==> config.mk <==
export PLATFORM = sky130hd
export DESIGN_NAME = uart_tx_feeder
export DESIGN_NICKNAME = d
export VERILOG_FILES = /design/src/rtl/uart_pkg.sv /design/src/rtl/uart_fifo.sv /design/src/rtl/uart_tx_feeder.sv
export SDC_FILE = /design/constraint.sdc
export NUM_CORES = 1
export LEC_CHECK = 0
export BUFFER_PORTS_ARGS = -buffer_cell sky130_fd_sc_hd__buf_4
export CAP_MARGIN = 20
export CORE_UTILIZATION = 35
export CTS_BUF_LIST = sky130_fd_sc_hd__clkbuf_16
export CTS_CLUSTER_SIZE = 14
export DETAILED_ROUTE_END_ITERATION = 10
export PLACE_DENSITY = 0.57
export SETUP_SLACK_MARGIN = 0.05
export SYNTH_ARGS = -nofsm -noshare
export SYNTH_HDL_FRONTEND = slang
export SYNTH_HIERARCHICAL = 1
export SYNTH_SLANG_ARGS = --single-unit
==> constraint.sdc <==
create_clock -name clock -period 2.6 [get_ports clock]
set_input_delay 0.13 -clock clock [delete_from_list [all_inputs] [get_ports clock]]
set_output_delay 0.13 -clock clock [all_outputs]
set_load 0.01 [all_outputs]
==> src/rtl/uart_pkg.sv <==
// Shared constants and FSM encoding for the UART transmit feeder.
// The guard timeout bounds how long we wait for a transmitter that never reports busy.
package uart_pkg;

   localparam int DEPTH_DEF = 16;
   localparam int AW_DEF    = 4;
   localparam int TIMEOUT   = 4;
   localparam int TMR_W     = 2;

   typedef enum logic [1:0] {
      IDLE      = 2'd0,
      LAUNCH    = 2'd1,
      WAIT_BUSY = 2'd2,
      WAIT_DONE = 2'd3
   } feeder_state_t;

endpackage

==> src/rtl/uart_fifo.sv <==
// Byte FIFO with count-based full/empty and a sticky overflow flag.
// A push while full is dropped even if a pop happens on the same edge.
module uart_fifo
   import uart_pkg::*;
#(
   parameter int DEPTH = DEPTH_DEF,
   parameter int AW    = AW_DEF
) (
   input  logic          clock,
   input  logic          fpga_power_good,
   input  logic [7:0]    din,
   input  logic          push,
   input  logic          pop,
   input  logic          ovf_clr,
   output logic [7:0]    dout,
   output logic          full,
   output logic          empty,
   output logic [AW:0]   count,
   output logic          overflow
);

   logic [7:0]    mem [DEPTH];
   logic [AW-1:0] wr_ptr;
   logic [AW-1:0] rd_ptr;
   logic          push_ok;
   logic          pop_ok;

   assign full    = (count == (AW+1)'(DEPTH));
   assign empty   = (count == '0);
   assign push_ok = push && !full;
   assign pop_ok  = pop && !empty;
   assign dout    = mem[rd_ptr];

   // Storage is left unreset; validity is tracked entirely by count.
   always_ff @(posedge clock) begin
      if (push_ok) begin
         mem[wr_ptr] <= din;
      end
   end

   always_ff @(posedge clock or negedge fpga_power_good) begin
      if (!fpga_power_good) begin
         wr_ptr   <= '0;
         rd_ptr   <= '0;
         count    <= '0;
         overflow <= 1'b0;
      end else begin
         if (push_ok) begin
            wr_ptr <= wr_ptr + AW'(1);
         end
         if (pop_ok) begin
            rd_ptr <= rd_ptr + AW'(1);
         end
         case ({push_ok, pop_ok})
            2'b10:   count <= count + (AW+1)'(1);
            2'b01:   count <= count - (AW+1)'(1);
            default: count <= count;
         endcase
         if (push && full) begin
            overflow <= 1'b1;
         end else if (ovf_clr) begin
            overflow <= 1'b0;
         end
      end
   end

endmodule

==> src/rtl/uart_tx_feeder.sv <==
// Drains a byte FIFO into a UART transmitter, one write strobe per byte,
// pacing on the transmitter's busy handshake with a guard timeout.
//
// state     | meaning
// ----------+---------------------------------------------------------
// IDLE      | waiting for a queued byte and a free transmitter
// LAUNCH    | tx_wr_en high for one cycle with the popped byte on tx_din
// WAIT_BUSY | waiting for tx_busy to rise; gives up after TIMEOUT cycles
// WAIT_DONE | waiting for tx_busy to fall
module uart_tx_feeder
   import uart_pkg::*;
#(
   parameter int DEPTH = DEPTH_DEF,
   parameter int AW    = AW_DEF
) (
   input  logic          clock,
   input  logic          fpga_power_good,
   input  logic [7:0]    din,
   input  logic          push,
   output logic          full,
   output logic          empty,
   output logic [AW:0]   count,
   output logic          overflow,
   input  logic          ovf_clr,
   output logic [7:0]    tx_din,
   output logic          tx_wr_en,
   input  logic          tx_busy
);

   feeder_state_t    state;
   feeder_state_t    state_nxt;
   logic [TMR_W-1:0] tmr;
   logic [TMR_W-1:0] tmr_nxt;
   logic             pop;
   logic [7:0]       fifo_dout;

   uart_fifo #(
      .DEPTH (DEPTH),
      .AW    (AW)
   ) u_fifo (
      .clock           (clock),
      .fpga_power_good (fpga_power_good),
      .din             (din),
      .push            (push),
      .pop             (pop),
      .ovf_clr         (ovf_clr),
      .dout            (fifo_dout),
      .full            (full),
      .empty           (empty),
      .count           (count),
      .overflow        (overflow)
   );

   always_ff @(posedge clock or negedge fpga_power_good) begin
      if (!fpga_power_good) begin
         state  <= IDLE;
         tmr    <= '0;
         tx_din <= 8'h00;
      end else begin
         state <= state_nxt;
         tmr   <= tmr_nxt;
         if (pop) begin
            tx_din <= fifo_dout;
         end
      end
   end

   // tx_wr_en decodes the state register, so reset removes it immediately.
   always_comb begin
      state_nxt = state;
      tmr_nxt   = tmr;
      pop       = 1'b0;
      tx_wr_en  = 1'b0;
      case (state)
         IDLE: begin
            if (!empty && !tx_busy) begin
               pop       = 1'b1;
               state_nxt = LAUNCH;
            end
         end
         LAUNCH: begin
            tx_wr_en  = 1'b1;
            tmr_nxt   = TMR_W'(TIMEOUT - 1);
            state_nxt = WAIT_BUSY;
         end
         WAIT_BUSY: begin
            if (tx_busy) begin
               state_nxt = WAIT_DONE;
            end else if (tmr == '0) begin
               state_nxt = IDLE;
            end else begin
               tmr_nxt = tmr - TMR_W'(1);
            end
         end
         WAIT_DONE: begin
            if (!tx_busy) begin
               state_nxt = IDLE;
            end
         end
         default: state_nxt = IDLE;
      endcase
   end

endmodule
==> metrics.md <==
| Metric | Value |
|---|---|
| CTS tree | `done` |
| Hold-critical path depth | `1` |
| DR vias | `around 3.4k` |
| Met2 Usage GRT | `0.246` |
| Fill cell count | `1,510` |
| Routed len/inst | `~19 microns` |
| Layout cells sized above 1 | `0.315` |
| Final Total Pwr | `roughly 8.6 mW` |
| Clock Tree Buf Depth | `2` |
| Fin crit period | `between 2000 and 3000 ps` |
| I/O Pins | `30` |
| Worst r2r src | `u_fifo/count[2]` |
| Max VDD drop | `0.530 mV` |
| Row Count | `48` |
| Data arrival time of the worst path | `approximately 2800 ps` |
| Syn nets | `398` |
| GRT met3 Usage | `0.0285` |
| Comb pwr share | `0.333` |
| Tcrit/Tclk final | `0.973` |
| Sequential share of power | `0.397` |
| Hold slack | `just over 30 ps` |
| Pwr dens | `1120 nW/um^2` |
| Final setup viols | `0` |
| Mean area per synthesized cell | `~17 sq um` |
| Critical Path RT | `roughly 2900 ps` |
| Distinct cells, synth | `41` |
| RSZ-0062 raised after global routing | `yes` |
| Yosys warns | `6` |
| GRT busiest layer | `met2` |
| Drt total wl | `13.0 mm` |
| Die Y | `between 100 and 150 microns` |
| HP Start | `din[3]` |
| Post-synth top flop | `edfxtp_1` |
| Worst-path maximum fanout | `3` |
| Max-slew violation count | `0` |
| Nets | `469` |
| Antenna Nets Post-Route | `0` |
| Via density | `5.03` |
| Psw | `about 2.7 mW` |
| Ys async rst share | `0.169` |
| Layout Utilization | `0.438` |
| Setup ws final | `just under 70 ps` |
| Total grt overflow | `0` |
| Die area | `between 15,000 and 20,000 sq um` |
| Num CTS Buffers | `17` |
| HPWL after detailed placement | `between 8 and 9 mm` |
| Clock skew after layout | `between 7 and 8 ps` |
| Root Buffer | `clkbuf_16` |
| Synth area leader | `edfxtp_1` |
| CP Cell Sequence | `nor4_4 > and2b_2 > nor4_4 > nor2b_4 > ha_4 > ha_1 > nor2b_2 > o21ai_2 > a21oi_1 > or3b_1 > xnor2_1` |
| Crit Path Class | `flop to flop` |
| Global-route wire length before repair | `20.4 mm` |
| Clock transition at path regs | `approximately 60 ps` |
| Layout Area Growth over Synthesis | `20.6%` |
| First-pass DRT Iterations | `4` |
| Crit path top cell by count | `nor4_4` |
| Initial drt markers | `203` |
| Initial Util | `0.363` |
| GRT met1 Usage | `0.200` |
| Sw frac | `0.317` |
| Core area | `17,500 sq um` |
| Endpoint, Worst Hold | `u_fifo/mem[11][3]` |
| Pre-CTS setup slack | `-92.7 ps` |
| Ant. Diodes | `0` |
| Number of flops mapped to enable cells by yosys | `~130` |
| Clock sink total | `about 150` |
| Startpoint Class | `flop` |
| Most frequent cells after synthesis | `edfxtp_1 (128), dfrtp_1 (26), mux2i_1 (25)` |
| Synth area leaders | `edfxtp_1 (61%), dfrtp_1 (10%), mux4_2 (5.7%)` |
| Vias in the first global route | `~3.6k` |
| Buffers on Ports | `29` |
| GRT Total Usage | `0.154` |
| #FFs+latches synth | `around 150` |
| DRC viols | `0` |
| Routability cong. | `0.747` |
| FF-to-FF setup slack | `between 60 and 70 ps` |
| Critical path's largest stage delay | `slightly above 400 ps` |
| Synthesized instance count | `374` |
| Lkg Pwr | `between 2 and 3 nW` |
| Worst slew pin tran | `between 600 and 700 ps` |
| Antenna violations before repair | `0` |
| Final hold vios | `0` |
| Slowest cell on crit path | `dfrtp_1` |
| Register-to-Register Path Depth | `11` |
| Critical path capture point type | `flop` |
| Share of the synthesized area in the top cell type | `0.606` |
| Hold WC Path Type | `input port to flop` |
| Count leader, synth | `edfxtp_1` |
| Post-Syn Area | `between 6000 and 7000 sq um` |
| Max-slew headroom | `0.589` |
| Largest net degree at the start of global routing | `27` |
| P_int | `between 5 and 6 mW` |
| Clk Latency, worst-skew pair | `between 400 and 500 ps` |
| Max Clk Rate | `slightly below 400 MHz` |
| Max cap viols | `0` |
| Reg2reg end | `u_fifo/count[4]` |
| Die width | `about 140 microns` |
| Run status | `completed` |
| Clk pwr share | `0.270` |
| Register area share after synthesis | `0.708` |
| H-tree levels | `4` |
cells by family (layout without fill, tap and decap cells):
| family | after synthesis | count (layout) | synth area share |
|---|---|---|---|
| flops | 154 | 154 | 0.708 |
| mux | 58 | 58 | 0.127 |
| simple gates | 56 | 56 | 0.0451 |
| compound gates | 55 | 55 | 0.0546 |
| buf+inv | 30 | 113 | 0.0286 |
| fa+ha+maj | 11 | 11 | 0.0229 |
| xor+xnor | 10 | 10 | 0.0138 |
flip-flops by register name (all words and copies together) (netlist names):
register         flops
u_fifo/overflow      1
u_fifo/mem         128
u_fifo/count         5
tx_din               8
u_fifo/wr_ptr        4
tmr                  2
u_fifo/rd_ptr        4
state                2
power groups by stage:
| stage | Sequential [mW] | Combinational, mW | Clock (mW) |
|---|---|---|---|
| 6_report | 3.41 | 2.86 | 2.32 |
| 5_1_grt | 3.45 | 3.13 | 2.46 |
| 4_1_cts | 3.40 | 2.86 | 2.36 |
| 2_1_floorplan | 3.34 | 1.89 | 0 |
| 3_5_place_dp | 3.45 | 2.83 | 0 |
| 3_3_place_gp | 3.43 | 2.78 | 0 |
placed cells by master (no fill, tap or decap), types with 12 or more instances in the layout:
| cell | instances |
|---|---|
| buf_4 | 66 |
| clkbuf_16 | 17 |
| dfrtp_1 | 24 |
| edfxtp_1 | 128 |
| inv_1 | 12 |
| mux2_2 | 16 |
| mux2i_1 | 25 |
| mux4_2 | 16 |
| nand2_1 | 18 |
| nor2_1 | 16 |
| o21ai_0 | 20 |
how the worst max path moves through the flow:
stage / to / slack (ps) / cells after the start / start
floorplan: u_fifo/count[4] / -310 / 13 / u_fifo/count[2]
detailed placement: u_fifo/count[4] / -90 / 12 / u_fifo/count[1]
CTS: u_fifo/count[4] / 80 / 12 / u_fifo/count[0]
global route: u_fifo/count[4] / -100 / 12 / u_fifo/count[2]
finish: u_fifo/count[4] / 70 / 11 / u_fifo/count[2]
global placement: u_fifo/count[4] / 20 / 12 / u_fifo/count[0]
routing by layer:
layer | wire length (microns) | part of all wire
met3 | 377 | 0.029
met5 | 0 | 0
met2 | 6510 | 0.50
met1 | 5720 | 0.44
met4 | 393 | 0.030
cell type report:
type	count	area (sq um)	area share
clock buffer	17	425	0.0556
clock inverter	14	134	0.0175
inverter	11	41.3	0.00539
multi-input combinational	190	1710	0.223
sequential	154	4500	0.587
tap	225	282	0.0368
timing repair buffer	71	566	0.0739
per-stage QoR:
| step | TNS [ps] | area [sq um] | std cells |
|---|---|---|---|
| floorplan | -306 | 6370 | 374 |
| global placement | 0 | 7030 | 646 |
| detailed placement | -92.7 | 7030 | 646 |
| CTS | 0 | 7630 | 681 |
| global route | -96.6 | 7650 | 682 |
| finish | 0 | 7650 | 682 |
worst max-delay path: cells and delay by family (launching register included):
family | cells | cell delay [ps]
AO/OA/AOI/OAI | 2 | 200
XOR/XNOR | 1 | 130
adder cells (fa/ha/maj) | 2 | 440
flip-flops | 1 | 410
AND/OR/NAND/NOR | 6 | 1240
repair_timing:
action | in CTS | in global routing
hold endpoints to repair | 28 | 0
setup buffers | 1 | 1
hold buffers | 3 | 0
resized for setup | 2 | 4
pin swaps | 1 | 1
endpoints found under the setup margin | 1 | 2
No activity file was read; power rests on OpenSTA's default activity.
